### src/rtl/uart_tx_mmio.sv
// Memory-mapped 8N1 UART transmitter fed by CPU stores, with a small TX FIFO and status register.
// Optional even-parity bit enabled by defining UART_TX_PARITY_EN.
module uart_tx_mmio #(
  parameter int unsigned CLK_FREQ   = 50000000,
  parameter int unsigned BAUD       = 9600,
  parameter int unsigned FIFO_DEPTH = 4,
  parameter logic [7:0]  TX_ADDR    = 8'hFE,
  parameter logic [7:0]  STAT_ADDR  = 8'hFD
) (
  input  logic       clk,
  input  logic       rst,
  input  logic       we,
  input  logic [7:0] addr,
  input  logic [7:0] wdata,
  output logic [7:0] rdata,
  output logic       txd,
  output logic       busy,
  output logic       fifo_full
);

  localparam int unsigned CLKS_PER_BIT = CLK_FREQ / BAUD;
  localparam int unsigned BAUD_W       = (CLKS_PER_BIT > 1) ? $clog2(CLKS_PER_BIT) : 1;
  localparam int unsigned PTR_W        = $clog2(FIFO_DEPTH);
  localparam int unsigned CNT_W        = PTR_W + 1;

`ifdef UART_TX_PARITY_EN
  typedef enum logic [2:0] {IDLE, START, DATA, PARITY, STOP} state_t;
`else
  typedef enum logic [2:0] {IDLE, START, DATA, STOP} state_t;
`endif

  // Store decode with edge detection so a long CPU strobe acts once
  logic wr_tx, wr_stat, wr_tx_q, wr_stat_q, push, clr_ovf;

  assign wr_tx   = we && (addr == TX_ADDR);
  assign wr_stat = we && (addr == STAT_ADDR);
  assign push    = wr_tx && !wr_tx_q;
  assign clr_ovf = wr_stat && !wr_stat_q && wdata[7];

  always_ff @(posedge clk or posedge rst) begin
    if (rst) begin
      wr_tx_q   <= 1'b0;
      wr_stat_q <= 1'b0;
    end else begin
      wr_tx_q   <= wr_tx;
      wr_stat_q <= wr_stat;
    end
  end

  // TX FIFO
  logic [7:0]       mem [FIFO_DEPTH];
  logic [PTR_W-1:0] wr_ptr, rd_ptr;
  logic [CNT_W-1:0] count, count_n;
  logic             fifo_empty, pop, push_ok, overflow;
  logic [7:0]       head;

  assign fifo_empty = (count == '0);
  assign head       = mem[rd_ptr];
  assign push_ok    = push && (!fifo_full || pop);
  assign count_n    = count + CNT_W'(push_ok) - CNT_W'(pop);

  always_ff @(posedge clk) begin
    if (push_ok) mem[wr_ptr] <= wdata;
  end

  always_ff @(posedge clk or posedge rst) begin
    if (rst) begin
      wr_ptr    <= '0;
      rd_ptr    <= '0;
      count     <= '0;
      fifo_full <= 1'b0;
      overflow  <= 1'b0;
    end else begin
      if (push_ok) wr_ptr <= wr_ptr + PTR_W'(1);
      if (pop)     rd_ptr <= rd_ptr + PTR_W'(1);
      count     <= count_n;
      fifo_full <= (count_n == CNT_W'(FIFO_DEPTH));
      if (push && !push_ok) overflow <= 1'b1;
      else if (clr_ovf)     overflow <= 1'b0;
    end
  end

  assign rdata = (addr == STAT_ADDR) ? {overflow, 4'b0000, fifo_full, ~fifo_empty, busy} : 8'h00;

  // Serializer
  state_t            state, state_n;
  logic [BAUD_W-1:0] baud_cnt, baud_n;
  logic [2:0]        bit_cnt, bit_n;
  logic [7:0]        data_q, data_n;
  logic              txd_n, busy_n, baud_done;

  assign baud_done = (baud_cnt == BAUD_W'(CLKS_PER_BIT - 1));

  always_ff @(posedge clk or posedge rst) begin
    if (rst) begin
      state    <= IDLE;
      baud_cnt <= '0;
      bit_cnt  <= '0;
      data_q   <= '0;
      txd      <= 1'b1;
      busy     <= 1'b0;
    end else begin
      state    <= state_n;
      baud_cnt <= baud_n;
      bit_cnt  <= bit_n;
      data_q   <= data_n;
      txd      <= txd_n;
      busy     <= busy_n;
    end
  end

  always_comb begin
    state_n = state;
    baud_n  = baud_cnt;
    bit_n   = bit_cnt;
    data_n  = data_q;
    txd_n   = txd;
    busy_n  = busy;
    pop     = 1'b0;
    case (state)
      IDLE: begin
        if (!fifo_empty) begin
          pop     = 1'b1;
          data_n  = head;
          state_n = START;
          txd_n   = 1'b0;
          busy_n  = 1'b1;
          baud_n  = '0;
        end
      end
      START: begin
        baud_n = baud_done ? '0 : baud_cnt + BAUD_W'(1);
        if (baud_done) begin
          bit_n   = '0;
          state_n = DATA;
          txd_n   = data_q[0];
        end
      end
      DATA: begin
        baud_n = baud_done ? '0 : baud_cnt + BAUD_W'(1);
        if (baud_done) begin
          if (bit_cnt == 3'd7) begin
`ifdef UART_TX_PARITY_EN
            state_n = PARITY;
            txd_n   = ^data_q;
`else
            state_n = STOP;
            txd_n   = 1'b1;
`endif
          end else begin
            bit_n = bit_cnt + 3'd1;
            txd_n = data_q[bit_n];
          end
        end
      end
`ifdef UART_TX_PARITY_EN
      PARITY: begin
        baud_n = baud_done ? '0 : baud_cnt + BAUD_W'(1);
        if (baud_done) begin
          state_n = STOP;
          txd_n   = 1'b1;
        end
      end
`endif
      STOP: begin
        baud_n = baud_done ? '0 : baud_cnt + BAUD_W'(1);
        if (baud_done) begin
          // Chain straight into the next start bit when more data is waiting
          if (!fifo_empty) begin
            pop     = 1'b1;
            data_n  = head;
            state_n = START;
            txd_n   = 1'b0;
          end else begin
            state_n = IDLE;
            busy_n  = 1'b0;
          end
        end
      end
      default: state_n = IDLE;
    endcase
  end

endmodule
### config.mk
export PLATFORM = sky130hd
export DESIGN_NAME = uart_tx_mmio
export DESIGN_NICKNAME = d
export VERILOG_FILES = /design/src/rtl/uart_tx_mmio.sv
export SDC_FILE = /design/constraint.sdc
export NUM_CORES = 1
export LEC_CHECK = 0
export BUFFER_PORTS_ARGS = -buffer_cell sky130_fd_sc_hd__buf_4
export CAP_MARGIN = 20
export CELL_PAD_IN_SITES_DETAIL_PLACEMENT = 1
export CELL_PAD_IN_SITES_GLOBAL_PLACEMENT = 2
export CORE_MARGIN = 1.5
export CORE_UTILIZATION = 25
export DETAILED_ROUTE_END_ITERATION = 6
export PLACE_DENSITY_LB_ADDON = 0.1
export SETUP_SLACK_MARGIN = 0.4
export SKIP_LAST_GASP = 1
export SYNTH_ARGS = -nofsm -noshare
export SYNTH_HDL_FRONTEND = slang
export SYNTH_SLANG_ARGS = --single-unit
### constraint.sdc
create_clock -name clk -period 4.8 [get_ports clk]
set_clock_uncertainty 0.05 [all_clocks]
set_input_delay 0.48 -clock clk [delete_from_list [all_inputs] [get_ports clk]]
set_output_delay 0.48 -clock clk [all_outputs]
set_load 0.03 [all_outputs]
## Yosys cells after proc, flatten, opt, wreduce, memory -nomap -nowiden

Memory sizes are Yosys's and may differ from the RTL's.
Index checks and enable logic that the tools add are counted.
Widths: inputs -> output; s select.

- RAM bits: 32
- Output and inout port bits: 11
- Memories: 1
- Register bits: 40

- $add $sub $neg: 6
- Equal/unequal tests: 15
- Bitwise logic cells: 1
- $lt $le $gt $ge: 1
- Reduce and logical (&&, ||, !) cells: 26
- Muxes and demuxes: 37

Memory list:

| memory | depth | bits a word | read ports | clocked after Yosys merged registers in | wr ports | line | text |
|---|---|---|---|---|---|---|---|
| mem | 4 | 8 | 1 | 0 | 1 | 51 | `logic [7:0] mem [FIFO_DEPTH];` |

Operators with widths:

| cell | count |
|---|---|
| $mux 13 | 2 |
| $pmux 13 s2 | 1 |
| $mux 3 | 8 |
| $mux 8 | 3 |
| $eq 8x8->1 const B | 2 |
| $mux 1 | 16 |
| $pmux 8 s2 | 1 |
| $ne 2x2->1 const B | 7 |
| $add 13x1->13 const B | 1 |
| $eq 13x13->1 const B | 1 |
| $pmux 3 s4 | 1 |
| $reduce_and 4->1 | 3 |
| $reduce_bool 2->1 | 4 |
| $logic_and 1x1->1 | 7 |
| $eq 3x2->1 const B | 2 |
| $eq 3x3->1 const B | 2 |
| $logic_not 3->1 | 2 |
| $pmux 3 s2 | 1 |
| $reduce_and 5->1 | 1 |
| $add 2x1->2 const B | 2 |
| $logic_not 1->1 | 4 |
| $lt 3x4->1 const B | 1 |
| $pmux 1 s2 | 2 |
| $pmux 1 s4 | 1 |
| 10 further kinds | 11 |

## Longest topological paths before layout

- Depth in word-level cells: 9
- Mapped depth: 15
- Gate-level depth less buffers: 14

## Worst setup path before layout

OpenSTA, ideal clock, no wires.

- Path kind: register to register
- From: register state[0]
- To: register fifo_full
- Buffers on the path: 1
- Data required time: 4662 ps
- Cell stages (with the launch flop): 16
- Arrival: 3033 ps
- Path slack: 1629 ps
- Path through: dfrtp_1 inv_1 ha_1 clkbuf_1 nor2_1 o31a_1 a2111oi_4 inv_1 ha_1 inv_1 ha_1 inv_1 fa_1 xnor2_1 xnor2_1 nor3b_1

- Longest elaborated chain between the ends: 7
- Elaborated cells between the ends (all ways): 8
- Classes of those cells: add/sub: 2; eq/ne: 2; mux: 1; reduce/logical: 3

Ends and longest elaborated chain:

| what | line | text |
|---|---|---|
| from (decl) | 86 | `state_t state, state_n;` |
| from (signal assigned) | 103 | `state <= state_n;` |
| $eq 3x2->1 or $logic_not 3->1 (tied branches) | 120 | `case (state)` |
| $pmux 1 s2 (*) | 120 |  |
| $logic_or 1x1->1 | 59 | `assign push_ok = push && (!fifo_full \|\| pop);` |
| $logic_and 1x1->1 | 59 |  |
| $add 3x1->3 | 60 | `assign count_n = count + CNT_W'(push_ok) - CNT_W'(pop);` |
| $sub 3x1->3 (*) | 60 |  |
| named net count_n[2] | 53 | `logic [CNT_W-1:0] count, count_n;` |
| $eq 3x3->1 (*) | 77 | `fifo_full <= (count_n == CNT_W'(FIFO_DEPTH));` |
| to (signal assigned) | 77 |  |
| to (decl) | 18 | `output logic fifo_full` |

The timed path passes the listed nets; every way through them passes the cells marked *.
A chain may end at the register's enable or synchronous reset.

## Worst setup path in the final report

- From: register baud_cnt[0]
- To: register fifo_full

- Longest elaborated chain between the ends: 8

Ends and longest elaborated chain:

| what | line | text |
|---|---|---|
| from (decl) | 87 | `logic [BAUD_W-1:0] baud_cnt, baud_n;` |
| from (signal assigned) | 104 | `baud_cnt <= baud_n;` |
| $eq 13x13->1 (*) | 92 | `assign baud_done = (baud_cnt == BAUD_W'(CLKS_PER_BIT - 1));` |
| $mux 1 (*) | 167 | `if (baud_done) begin` |
| $pmux 1 s2 (*) | 120 |  |
| $logic_or 1x1->1 | 59 |  |
| $logic_and 1x1->1 | 59 |  |
| $add 3x1->3 | 60 |  |
| $sub 3x1->3 (*) | 60 |  |
| named net count_n[2] | 53 |  |
| $eq 3x3->1 (*) | 77 |  |

Marks and branches as above.

==> results.txt <==
Status -> complete, no violations
Yosys warnings -> 0
Htree depth -> 3
Post-Place Cells -> 458
Worst-skew pair later-pin latency -> 0.34 ns
Non-Filler Instances -> 474
Crit-path max FO -> 12
Post-Syn Instances -> 265
P_int -> 1.53 mW
Area contributors post-synth -> edfxtp_1 28%, dfrtp_1 27%, mux4_2 5.8%
Pin slew with the least headroom to its limit -> 0.748 ns
Fill cell count -> 1464
Layout cells sized above 1 -> 23.5%
Post-layout util -> 30.9%
Clock Tree Buf Depth -> 2
Most frequent cells after synthesis -> 38 x dfrtp_1, 32 x edfxtp_1, 18 x inv_1
Power density over cell area -> 554 mW/mm2
Comb pwr share -> 32.2%
Row Count -> 42
Met3 wire len -> 169 um
Final Net Count -> 326
Drt pass-1 iters -> 4
VDD IR-drop max -> 0.210 mV
Area growth syn-to-layout -> 18.9%
Routed vias -> 2196
# clock sinks -> 71
# IOs -> 30
Hold/Removal Path Class -> in2async
PortBufs -> 25
First-pass GRT wire length -> 13000 um
Ys async rst share -> 54.9%
TritonCTS buffer count -> 9
Post-route ant nets -> 0
Final Max Slew Viols -> 0
Post-CTS Setup Bufs -> 0
Synthesized cell area -> 0.00348 mm2
Met2 wire len -> 3770 um
Clk slew on worst S/H paths -> 0.06 ns
Register area -> 0.00194 mm2
Number of global-route vias before repair -> 2334
Wire length per cell -> 16.6 um
Post-synth EDFFs -> 32
Top Metal Used -> met4
Switching power of the nets -> 759 uW
Final setup viols -> 0
Synth Flop Type -> dfrtp_1
CTS tree -> done
Width of the die -> 121 um
Min cycle time layout -> 3.53 ns
Number of DRC markers in iteration 0 -> 73
Crit path DAT -> 3.74 ns
Most frequent cell after synthesis -> dfrtp_1
Pin count of the biggest net entering global routing -> 40
GR Util All Layers -> 11.9%
Drt total wl -> 7850 um
Final worst path period share -> 73.6%
Peak Freq -> 283 MHz
Yosys top cell area share -> 27.6%
Starting Density -> 26.0%
Library cells used by synthesis -> 59
Leak -> 1.64 nW
Register area share after synthesis -> 55.7%
Hold Vio Cnt, Final -> 0
M1 WL -> 3750 um
RSZ-0062 raised after global routing -> no
Final HPWL from detailed placement -> 5470 um
Worst path slowest cell -> a2111oi_4
Initial antenna violation count -> 0
# diodes -> 0
Worst path max stage delay -> 0.62 ns
GR Overflow Total -> 0
Via/cell ratio -> 4.63
CP endpoint kind -> flop
Post-cts hold buffer count -> 0
Sw frac -> 33.2%
CP Cell Sequence -> ha_1, and4_1, a31oi_2, a2111oi_4, inv_1, ha_1, inv_1, ha_1, inv_1, fa_1, xnor2_1, xnor2_1, nor3b_1
Routability cong. -> 0.697
Max_slew headroom -> 50.0%
Die Area -> 0.0146 mm2
PostCTS Resize Cnt -> 0
Critical path type -> reg2reg
Clock power frac -> 29.6%
Flops & latches, synth -> 71
Root buffer cell -> clkbuf_16
Drt drc -> 0
Die H -> 121 um
Post-route setup TNS -> 0 ns
Core Footprint -> 0.0134 mm2
Crit path required time -> 5.00 ns
Mean Syn Cell Area -> 13.1 um2
Sequential share of power -> 38.2%
Max Cap Viol -> 0
Crit start category -> flop
Multi-input logic area -> 0.00141 mm2
Top cell type by total area after synthesis -> edfxtp_1
[routing by layer]
metal,up-vias,GRT usage [%]
li1,1045,-
met1,1115,15.5
met2,23,18.6
met3,13,2.58
met4,0,6.18
met5,-,0
[power by group through the flow]
| stage | Sequential [mW] | Clock [mW] | Combinational, mW |
|---|---|---|---|
| 6_report | 0.875 | 0.677 | 0.738 |
| 5_1_grt | 0.901 | 0.727 | 0.823 |
| 4_1_cts | 0.884 | 0.705 | 0.751 |
| 3_5_place_dp | 0.896 | 0 | 0.749 |
| 3_3_place_gp | 0.891 | 0 | 0.742 |
| 2_1_floorplan | 0.839 | 0 | 0.608 |
[worst paths after layout]
check	from	slack (ns)	depth (start not counted)	to
max	baud_cnt[0]	1.27	13	fifo_full
min	rst	0.24	3	bit_cnt[1]
max reg2reg	baud_cnt[0]	1.27	13	fifo_full
min reg2reg	wr_stat_q	0.44	2	overflow
max in group asynchronous	rst	4.09	3	count[2]
min in group clk	wdata[1]	0.29	1	mem[0][1]
[logic make-up (layout without fill, tap and decap cells)]
| kind of cell | Yosys count | count (layout) | synth area share (%) |
|---|---|---|---|
| flops | 71 | 71 | 55.7 |
| simple gates | 69 | 69 | 11.7 |
| compound gates | 50 | 50 | 10.4 |
| buf+inv | 31 | 61 | 4.14 |
| mux | 23 | 23 | 11.2 |
| fa+ha+maj | 14 | 14 | 5.25 |
| xor+xnor | 6 | 6 | 1.51 |
| other cells | 1 | 4 | 0.108 |
[worst max-delay path, delay by kind of cell, from the launching register on]
family,cells,cell delay (ns)
buf+inv,3,0.19
compound gates,2,0.95
flops,1,0.41
xor+xnor,2,0.33
simple gates,2,0.49
fa+ha+maj,4,1.04
[per-stage QoR]
stage                     total power, mW  worst slack, ns  cell area, um2  hold WS, ns
final                                2.29             1.27            4140        0.239
after global routing                 2.45             1.01            4140        0.283
after CTS                            2.34             1.22            4140        0.257
after detailed placement             1.64             1.23            3840        0.420
after global placement               1.63             1.34            3840        0.423
after floorplan                      1.45             1.63            3490        0.395
[area by class of cell]
cell class / count / area share (%)
Clock buffer: 10 / 5.54
Clock inverter: 6 / 1.69
Inverter: 18 / 1.63
Multi-Input combinational cell: 166 / 34.0
Sequential cell: 71 / 46.9
Tap cell: 176 / 5.33
Timing Repair Buffer: 27 / 4.90
[state kept, by name, summed over array words and instances, names as in the netlist, 2 cells and up]
| register | flops |
|---|---|
| count | 3 |
| bit_cnt | 3 |
| baud_cnt | 13 |
| rd_ptr | 2 |
| state | 2 |
| wr_ptr | 2 |
| mem | 32 |
| data_q | 8 |
[cell usage in the layout, fill, tap and decap left out, types with 5 or more instances in the layout]
cell and count:
ha_1 13, a21oi_1 10, and2_1 7, nand2_1 16, nor2_1 7, or3_1 5, buf_4 27, mux2_4 9
inv_1 18, edfxtp_1 32, a31oi_1 5, dfrtp_1 38, nand3_1 5, nor3_1 5, o21ai_0 11, mux4_2 9
clkbuf_16 9
(Power assumes the default switching activity.)
